### src/rtl/dsp_mac_pkg.sv
// Shared constants for the handshaked DSP MAC pipeline: OPMODE bit positions,
// default widths and saturation limits.
package dsp_mac_pkg;

  localparam int unsigned DEF_A_W = 18;
  localparam int unsigned DEF_B_W = 18;
  localparam int unsigned DEF_P_W = 48;
  localparam int unsigned MAX_P_W = 64;
  localparam int unsigned OP_W    = 4;

  localparam int unsigned OP_PRESUB  = 0;
  localparam int unsigned OP_PREADD  = 1;
  localparam int unsigned OP_POSTSUB = 2;
  localparam int unsigned OP_ACC     = 3;

  // Largest positive two's-complement value of width w (truncate at the call site).
  function automatic logic [MAX_P_W-1:0] sat_max(input int unsigned w);
    return (MAX_P_W'(1) << (w - 1)) - MAX_P_W'(1);
  endfunction

  // Most negative two's-complement value of width w (truncate at the call site).
  function automatic logic [MAX_P_W-1:0] sat_min(input int unsigned w);
    return MAX_P_W'(1) << (w - 1);
  endfunction

endpackage

### src/rtl/dsp_mac_pipe_if.sv
// Input and output stream signals of the MAC pipeline; slave is the MAC side.
interface dsp_mac_pipe_if import dsp_mac_pkg::*; #(
  parameter int unsigned A_W = DEF_A_W,
  parameter int unsigned B_W = DEF_B_W,
  parameter int unsigned P_W = DEF_P_W
);

  logic            in_valid;
  logic            in_ready;
  logic [A_W-1:0]  a;
  logic [B_W-1:0]  b;
  logic [B_W-1:0]  d;
  logic [P_W-1:0]  c;
  logic            carryin;
  logic [OP_W-1:0] opmode;
  logic            last;
  logic            out_valid;
  logic            out_ready;
  logic [P_W-1:0]  p;
  logic            carryout;
  logic            ovf;

  modport slave (
    input  in_valid, a, b, d, c, carryin, opmode, last, out_ready,
    output in_ready, out_valid, p, carryout, ovf
  );

  modport master (
    output in_valid, a, b, d, c, carryin, opmode, last, out_ready,
    input  in_ready, out_valid, p, carryout, ovf
  );

endinterface

### src/rtl/dsp_mac_preadd_mult.sv
// First two pipeline stages: registered pre-adder, then signed multiply,
// with the post-add controls carried alongside. All stages advance on en.
module dsp_mac_preadd_mult import dsp_mac_pkg::*; #(
  parameter int unsigned A_W = DEF_A_W,
  parameter int unsigned B_W = DEF_B_W,
  parameter int unsigned P_W = DEF_P_W
) (
  input  logic            clk,
  input  logic            rst,
  input  logic            en,
  input  logic            in_fire,
  input  logic [A_W-1:0]  a,
  input  logic [B_W-1:0]  b,
  input  logic [B_W-1:0]  d,
  input  logic [P_W-1:0]  c,
  input  logic            carryin,
  input  logic [OP_W-1:0] opmode,
  input  logic            last,
  output logic            v2,
  output logic [P_W-1:0]  m2,
  output logic [P_W-1:0]  c2,
  output logic            cin2,
  output logic            post_sub2,
  output logic            acc_mode2,
  output logic            last2
);

  logic signed [B_W:0]   b_x;
  logic signed [B_W:0]   d_x;
  logic signed [B_W:0]   pre_c;

  logic                  v1;
  logic signed [A_W-1:0] a1;
  logic signed [B_W:0]   pre1;
  logic [P_W-1:0]        c1;
  logic                  cin1;
  logic                  post_sub1;
  logic                  acc_mode1;
  logic                  last1;

  // Pre-adder: one extra bit so D+B / D-B never wraps.
  always_comb begin
    b_x   = {b[B_W-1], b};
    d_x   = {d[B_W-1], d};
    pre_c = b_x;
    if (opmode[OP_PREADD]) begin
      pre_c = opmode[OP_PRESUB] ? (d_x - b_x) : (d_x + b_x);
    end
  end

  always_ff @(posedge clk) begin
    if (rst) begin
      v1        <= 1'b0;
      a1        <= '0;
      pre1      <= '0;
      c1        <= '0;
      cin1      <= 1'b0;
      post_sub1 <= 1'b0;
      acc_mode1 <= 1'b0;
      last1     <= 1'b0;
      v2        <= 1'b0;
      m2        <= '0;
      c2        <= '0;
      cin2      <= 1'b0;
      post_sub2 <= 1'b0;
      acc_mode2 <= 1'b0;
      last2     <= 1'b0;
    end else if (en) begin
      v1        <= in_fire;
      a1        <= a;
      pre1      <= pre_c;
      c1        <= c;
      cin1      <= carryin;
      post_sub1 <= opmode[OP_POSTSUB];
      acc_mode1 <= opmode[OP_ACC];
      last1     <= last;
      // Product fits in A_W+B_W+1 bits, so computing it at P_W is exact.
      v2        <= v1;
      m2        <= P_W'(a1) * P_W'(pre1);
      c2        <= c1;
      cin2      <= cin1;
      post_sub2 <= post_sub1;
      acc_mode2 <= acc_mode1;
      last2     <= last1;
    end
  end

endmodule

### src/rtl/dsp_mac_pipe.sv
// Handshaked pre-add/multiply/post-add MAC with LAST-framed accumulation and
// sticky overflow. Define DSP_MAC_SATURATE_EN to clamp P/ACC on overflow.
module dsp_mac_pipe import dsp_mac_pkg::*; #(
  parameter int unsigned A_W = DEF_A_W,
  parameter int unsigned B_W = DEF_B_W,
  parameter int unsigned P_W = DEF_P_W
) (
  input  logic           clk,
  input  logic           rst,
  dsp_mac_pipe_if.slave  bus
);

  logic           en;
  logic           v2;
  logic [P_W-1:0] m2;
  logic [P_W-1:0] c2;
  logic           cin2;
  logic           post_sub2;
  logic           acc_mode2;
  logic           last2;
  logic           emit;

  logic [P_W-1:0] z;
  logic [P_W-1:0] madd;
  logic [P_W-1:0] mo;
  logic [P_W:0]   r;
  logic [P_W-1:0] rs;
  logic           ovf_c;

  logic [P_W-1:0] p_q;
  logic           co_q;
  logic           ovf_q;
  logic           ov_q;
  logic [P_W-1:0] acc;
  logic           first;
  logic           ovf_acc;

  // Whole pipe stalls only when a result is held and the consumer is not taking it.
  assign en            = ~ov_q | bus.out_ready;
  assign bus.in_ready  = en & ~rst;
  assign bus.out_valid = ov_q;
  assign bus.p         = p_q;
  assign bus.carryout  = co_q;
  assign bus.ovf       = ovf_q;
  assign emit          = v2 & (~acc_mode2 | last2);

  dsp_mac_preadd_mult #(.A_W(A_W), .B_W(B_W), .P_W(P_W)) u_pm (
    .clk       (clk),
    .rst       (rst),
    .en        (en),
    .in_fire   (bus.in_valid & bus.in_ready),
    .a         (bus.a),
    .b         (bus.b),
    .d         (bus.d),
    .c         (bus.c),
    .carryin   (bus.carryin),
    .opmode    (bus.opmode),
    .last      (bus.last),
    .v2        (v2),
    .m2        (m2),
    .c2        (c2),
    .cin2      (cin2),
    .post_sub2 (post_sub2),
    .acc_mode2 (acc_mode2),
    .last2     (last2)
  );

  // Post-adder at P_W+1 bits; mo is the effective signed addend for overflow.
  always_comb begin
    z     = c2;
    madd  = m2 + P_W'(cin2);
    mo    = madd;
    r     = {1'b0, z} + {1'b0, m2} + (P_W+1)'(cin2);
    if (acc_mode2) begin
      z = first ? '0 : acc;
    end
    if (post_sub2) begin
      r  = {1'b0, z} - ({1'b0, m2} + (P_W+1)'(cin2));
      mo = -madd;
    end else begin
      r  = {1'b0, z} + {1'b0, m2} + (P_W+1)'(cin2);
    end
    ovf_c = (z[P_W-1] == mo[P_W-1]) && (r[P_W-1] != z[P_W-1]);
    rs    = r[P_W-1:0];
`ifdef DSP_MAC_SATURATE_EN
    if (ovf_c) begin
      rs = z[P_W-1] ? P_W'(sat_min(P_W)) : P_W'(sat_max(P_W));
    end
`else
`endif
  end

  always_ff @(posedge clk) begin
    if (rst) begin
      p_q     <= '0;
      co_q    <= 1'b0;
      ovf_q   <= 1'b0;
      ov_q    <= 1'b0;
      acc     <= '0;
      first   <= 1'b1;
      ovf_acc <= 1'b0;
    end else if (en) begin
      ov_q <= emit;
      if (v2) begin
        if (acc_mode2) begin
          acc <= rs;
          if (last2) begin
            first   <= 1'b1;
            ovf_acc <= 1'b0;
          end else begin
            first   <= 1'b0;
            ovf_acc <= ovf_acc | ovf_c;
          end
        end else begin
          first   <= 1'b1;
          ovf_acc <= 1'b0;
        end
        if (emit) begin
          p_q   <= rs;
          co_q  <= r[P_W];
          ovf_q <= ovf_c | (acc_mode2 & ovf_acc);
        end
      end
    end
  end

endmodule

### src/flat_wrapper.sv
// flat-port wrapper written by rule: the top's interface ports become plain ports
module dsp_mac_pipe_flat import dsp_mac_pkg::*;
#(
  parameter int unsigned A_W = DEF_A_W,
  parameter int unsigned B_W = DEF_B_W,
  parameter int unsigned P_W = DEF_P_W
)
  (clk, rst, bus_in_valid, bus_a, bus_b, bus_d, bus_c, bus_carryin, bus_opmode, bus_last, bus_out_ready, bus_in_ready, bus_out_valid, bus_p, bus_carryout, bus_ovf);
  dsp_mac_pipe_if #(.A_W(A_W), .B_W(B_W), .P_W(P_W)) bus_i ();
  input  logic clk;
  input  logic rst;
  input wire logic [$bits(bus_i.in_valid)-1:0] bus_in_valid;
  input wire logic [$bits(bus_i.a)-1:0] bus_a;
  input wire logic [$bits(bus_i.b)-1:0] bus_b;
  input wire logic [$bits(bus_i.d)-1:0] bus_d;
  input wire logic [$bits(bus_i.c)-1:0] bus_c;
  input wire logic [$bits(bus_i.carryin)-1:0] bus_carryin;
  input wire logic [$bits(bus_i.opmode)-1:0] bus_opmode;
  input wire logic [$bits(bus_i.last)-1:0] bus_last;
  input wire logic [$bits(bus_i.out_ready)-1:0] bus_out_ready;
  output wire logic [$bits(bus_i.in_ready)-1:0] bus_in_ready;
  output wire logic [$bits(bus_i.out_valid)-1:0] bus_out_valid;
  output wire logic [$bits(bus_i.p)-1:0] bus_p;
  output wire logic [$bits(bus_i.carryout)-1:0] bus_carryout;
  output wire logic [$bits(bus_i.ovf)-1:0] bus_ovf;
  assign bus_i.in_valid = bus_in_valid;
  assign bus_i.a = bus_a;
  assign bus_i.b = bus_b;
  assign bus_i.d = bus_d;
  assign bus_i.c = bus_c;
  assign bus_i.carryin = bus_carryin;
  assign bus_i.opmode = bus_opmode;
  assign bus_i.last = bus_last;
  assign bus_i.out_ready = bus_out_ready;
  assign bus_in_ready = bus_i.in_ready;
  assign bus_out_valid = bus_i.out_valid;
  assign bus_p = bus_i.p;
  assign bus_carryout = bus_i.carryout;
  assign bus_ovf = bus_i.ovf;
  dsp_mac_pipe #(.A_W(A_W), .B_W(B_W), .P_W(P_W)) u_core (.clk(clk), .rst(rst), .bus(bus_i));
endmodule
### config.mk
export PLATFORM = sky130hd
export DESIGN_NAME = dsp_mac_pipe_flat
export DESIGN_NICKNAME = d
export VERILOG_FILES = /design/src/rtl/dsp_mac_pkg.sv /design/src/rtl/dsp_mac_pipe_if.sv /design/src/rtl/dsp_mac_preadd_mult.sv /design/src/rtl/dsp_mac_pipe.sv /design/src/flat_wrapper.sv
export SDC_FILE = /design/constraint.sdc
export NUM_CORES = 2
export LEC_CHECK = 0
export CAP_MARGIN = 20
export CORE_ASPECT_RATIO = 0.75
export CORE_UTILIZATION = 61
export CTS_BUF_LIST = sky130_fd_sc_hd__clkbuf_8
export CTS_CLUSTER_SIZE = 20
export DETAILED_ROUTE_END_ITERATION = 8
export DONT_BUFFER_PORTS = 1
export PLACE_DENSITY = 0.8
export REMOVE_ABC_BUFFERS = 1
export SETUP_SLACK_MARGIN = 0.15
export SYNTH_ARGS = -nofsm -noshare
export SYNTH_HDL_FRONTEND = slang
export SYNTH_SLANG_ARGS = --single-unit
### constraint.sdc
create_clock -name clk -period 6.45 [get_ports clk]
set_clock_uncertainty 0.05 [all_clocks]
set_input_delay 0.645 -clock clk [delete_from_list [all_inputs] [get_ports clk]]
set_output_delay 0.645 -clock clk [all_outputs]
set_load 0.02 [all_outputs]
==> out/summary.json <==
{
  "die": {
    "io_pins": 164,
    "die-area_um2": 52860,
    "initial_core_util": 0.6245,
    "fp.dieW_um": 265.1,
    "placementRows": 71,
    "design.core.area_um2": 50720,
    "die_y_um": 199.4
  },
  "placement": {
    "half_perimeter_wire_length_after_placement_um": 63320,
    "port_buffers": 0,
    "gp_congestion": 0.9723,
    "instance_area_after_placement_um2": 33060
  },
  "setup_path": {
    "crit-reg2reg-launch": "u_core.u_pm.a1[5]",
    "critPathRequiredTime_ps": 6990,
    "cp-end-kind": "register",
    "critical_path.startpoint_type": "register",
    "slowest_stage": "fa_2",
    "regToRegEndpoint": "u_core.u_pm.m2[33]",
    "crit_type": "register to register",
    "critical_path_peak_fanout": 8,
    "timing.critical_path.max_delay_family": "adder cells",
    "worst-endpoint-arrival_ps": 7060,
    "crit_buf_inv": 7,
    "critical_path.max_stage_delay_ps": 550,
    "rr_worst_depth": 26,
    "ff2ff_setup_slack_ps": -70
  },
  "synth": {
    "synth-seq-cells": 281,
    "yosys_most_used_dff": "dfxtp_1",
    "synth.avg_cell_area_um2": 7.918,
    "synth_async_sr_flop_share": 0,
    "sequential_element_share_of_the_synthesized_area": 0.1776,
    "synth-edff-count": 0,
    "synth.distinct_cells": 89,
    "ys.warnings.count": 0,
    "synth.cell_area_um2": 31680,
    "post_synth_inst_count": 4001
  },
  "detailed_routing": {
    "detail_route.vias_per_cell": 5.852,
    "avgRoutedWirePerCell_um": 18.08,
    "drt-total-wl_um": 86440,
    "detail_route.iter0.violations": 2838,
    "drc_errors": 0,
    "drt_pre_antenna_iters": 6,
    "ant_nets": 0,
    "detailroute.via_count": 27980
  },
  "sta": {
    "report.final.setup_viol": 1,
    "whs_ps": 33.65,
    "hold_viol_final": 0,
    "worst_setup_slack_final_ps": -74.81,
    "min_period_ps": 6525,
    "max_clock_freq_ghz": 0.1533,
    "tightest_slew_ps": 1039,
    "slew-limit-headroom": 0.3057,
    "finalMaxSlewViolations": 0,
    "final_min_period_over_clock_period": 1.012,
    "grt_setup_unrepaired": "yes",
    "final.setup.tns_ps": -74.81
  },
  "min_path": {
    "timing.hold.worst_endpoint": "u_core.u_pm.a1[4]",
    "hold_path_startpoint": "rst",
    "min_path_type": "input pin to register",
    "hold_depth": 1
  },
  "final_layout": {
    "area.sequential_um2": 5722,
    "design_area_um2": 35230,
    "final_core_utilization": 0.6946,
    "most_common_cell_after_layout_fill_and_taps_aside": "nand2_1",
    "number_of_antenna_diodes": 0,
    "num-fill-cells": 3942,
    "final_cell_mix": "625 x nand2_1, 551 x inv_1, 327 x fa_1, 318 x a21oi_1, 246 x dfxtp_1",
    "drive_gt1_frac": 0.1206,
    "layout-area-overhead-vs-synth_pct": 11.22,
    "final_net_count": 4772,
    "area_occupied_by_multi_input_gates_um2": 23600
  },
  "clocking": {
    "cts_h_tree_depth": 2,
    "clkLatencyLatePin_ps": 650,
    "cts_root_buf": "clkbuf_8",
    "clk_path_buf_depth": 3,
    "number_of_cts_inserted_buffers": 44,
    "cts.reportedPaths.clkPinSlew_ps": 80,
    "clkSinkCount": 281,
    "tritoncts": "yes"
  },
  "global_routing": {
    "globalRoute.totalOverflow": 0,
    "antenna_found_initial": 0,
    "global_route_wire_length_before_repair_um": 141500,
    "first_global_vias": 27190,
    "largest_net_degree_at_the_start_of_global_routing": 256,
    "globalRouteTotalUtil": 0.3329
  },
  "pwr": {
    "power.density_nw_per_um2": 387.6,
    "total_leakage_power_nw": 16.40,
    "max_vdd_drop_mv": 0.4465
  },
  "status": {
    "run_status": "finished with violations",
    "violations": "negative setup slack"
  },
  "job": {
    "max_cap_violations": 0
  }
}
==> power breakdown <==
group	switching, mW	leakage (nW)	internal [mW]
Combinational	5.35	13.5	4.34
Clock	0.809	0.544	0.913
Sequential	0.320	2.33	1.92
==> cells by family (layout without fill, tap and decap cells) <==
family                     after synthesis  in the layout  synth area share
and+or+nand+nor                       1314           1314            0.1896
buffers and inverters                  778            865           0.09487
AOI/OAI and AO/OA                      854            854            0.1681
DFF                                    281            281            0.1776
muxes                                   26             26          0.008334
adders and majority gates              606            606            0.3223
xor gates and xnor gates               142            142           0.03926
==> what timing repair did <==
action,CTS,global route
resized for setup,149,73
gates cloned,1,0
hold endpoints to repair,1,0
pin swaps,111,59
buffers inserted,40,10
setup endpoints to repair,12,14
hold buffers,2,0
==> cell usage after synthesis, types with 7 or more instances <==
cell,count,share of area
dfxtp_1,281,0.18
o21ai_0,166,0.026
or2_2,9,0.0018
nor4_1,12,0.0024
o31ai_1,18,0.0043
a21oi_1,329,0.052
nor2b_1,16,0.0032
buf_1,12,0.0014
mux2i_1,23,0.0073
nor2_1,244,0.029
nor3_1,61,0.0096
o21a_1,27,0.0064
a311oi_1,7,0.0019
a31oi_1,25,0.0049
nand2b_1,22,0.0043
xor2_1,47,0.013
nand3_1,43,0.0068
o21bai_1,19,0.0045
a21o_1,80,0.019
ha_1,256,0.10
a211o_1,7,0.0019
nand4_1,22,0.0043
fa_1,350,0.22
nand2_1,630,0.075
inv_1,564,0.067
and3_1,30,0.0059
a211oi_1,82,0.019
and2_1,178,0.035
xnor2_1,95,0.026
o211ai_1,14,0.0033
or3_1,11,0.0022
clkbuf_1,187,0.022
==> flip-flops by register name, summed over array words and instances (netlist names), 18 cells and up <==
signal and count:
u_core.acc 48, u_core.bus.p 48, u_core.u_pm.a1 18, u_core.u_pm.c1 48, u_core.u_pm.c2 48, u_core.u_pm.m2 37
u_core.u_pm.pre1 19
==> metal layers <==
metal  wire, um  part of all wire  global-route usage
met4       2260             0.026             0.09291
met5          0                 0                   0
met3       7613             0.088             0.05447
met2      37920              0.44              0.5132
met1      38640              0.45              0.4831
==> through the flow <==
stage / worst slack (ps) / total power [mW] / instances
floorplan: -1569 / 8.318 / 3788
global placement: -200.4 / 10.33 / 4648
detailed placement: -458.3 / 10.50 / 4648
CTS: 22.21 / 12.99 / 4771
global route: -265.1 / 14.77 / 4781
finish: -74.81 / 13.66 / 4781
==> worst reg2reg max path: cells and delay by family (launching register included) <==
family,cells,cell delay (ps)
AOI/OAI and AO/OA,6,1020
adders and majority gates,7,3340
buffers and inverters,7,690
DFF,1,370
and+or+nand+nor,6,990
==> worst max path at each step <==
stage | from | to | slack (ps) | depth (start not counted)
2_1_floorplan | bus_out_ready | u_core.u_pm.m2[32] | -1570 | 4
3_3_place_gp | u_core.u_pm.pre1[6] | u_core.u_pm.m2[46] | -200 | 25
3_5_place_dp | u_core.u_pm.pre1[9] | u_core.u_pm.m2[46] | -460 | 24
4_1_cts | u_core.u_pm.pre1[10] | u_core.u_pm.m2[46] | 20 | 25
5_1_grt | u_core.u_pm.a1[5] | u_core.u_pm.m2[33] | -270 | 26
6_report | u_core.u_pm.a1[5] | u_core.u_pm.m2[33] | -70 | 26
==> cell type report <==
| class | instances | share of cell area |
|---|---|---|
| well taps | 693 | 0.02461 |
| inverters | 565 | 0.06019 |
| clock buffers | 56 | 0.02188 |
| repair buffers | 220 | 0.05512 |
| multi-input cells | 2942 | 0.6699 |
| flip-flops and latches | 281 | 0.1624 |
| clock inverters | 24 | 0.005931 |
No activity file was read; power rests on OpenSTA's default activity.
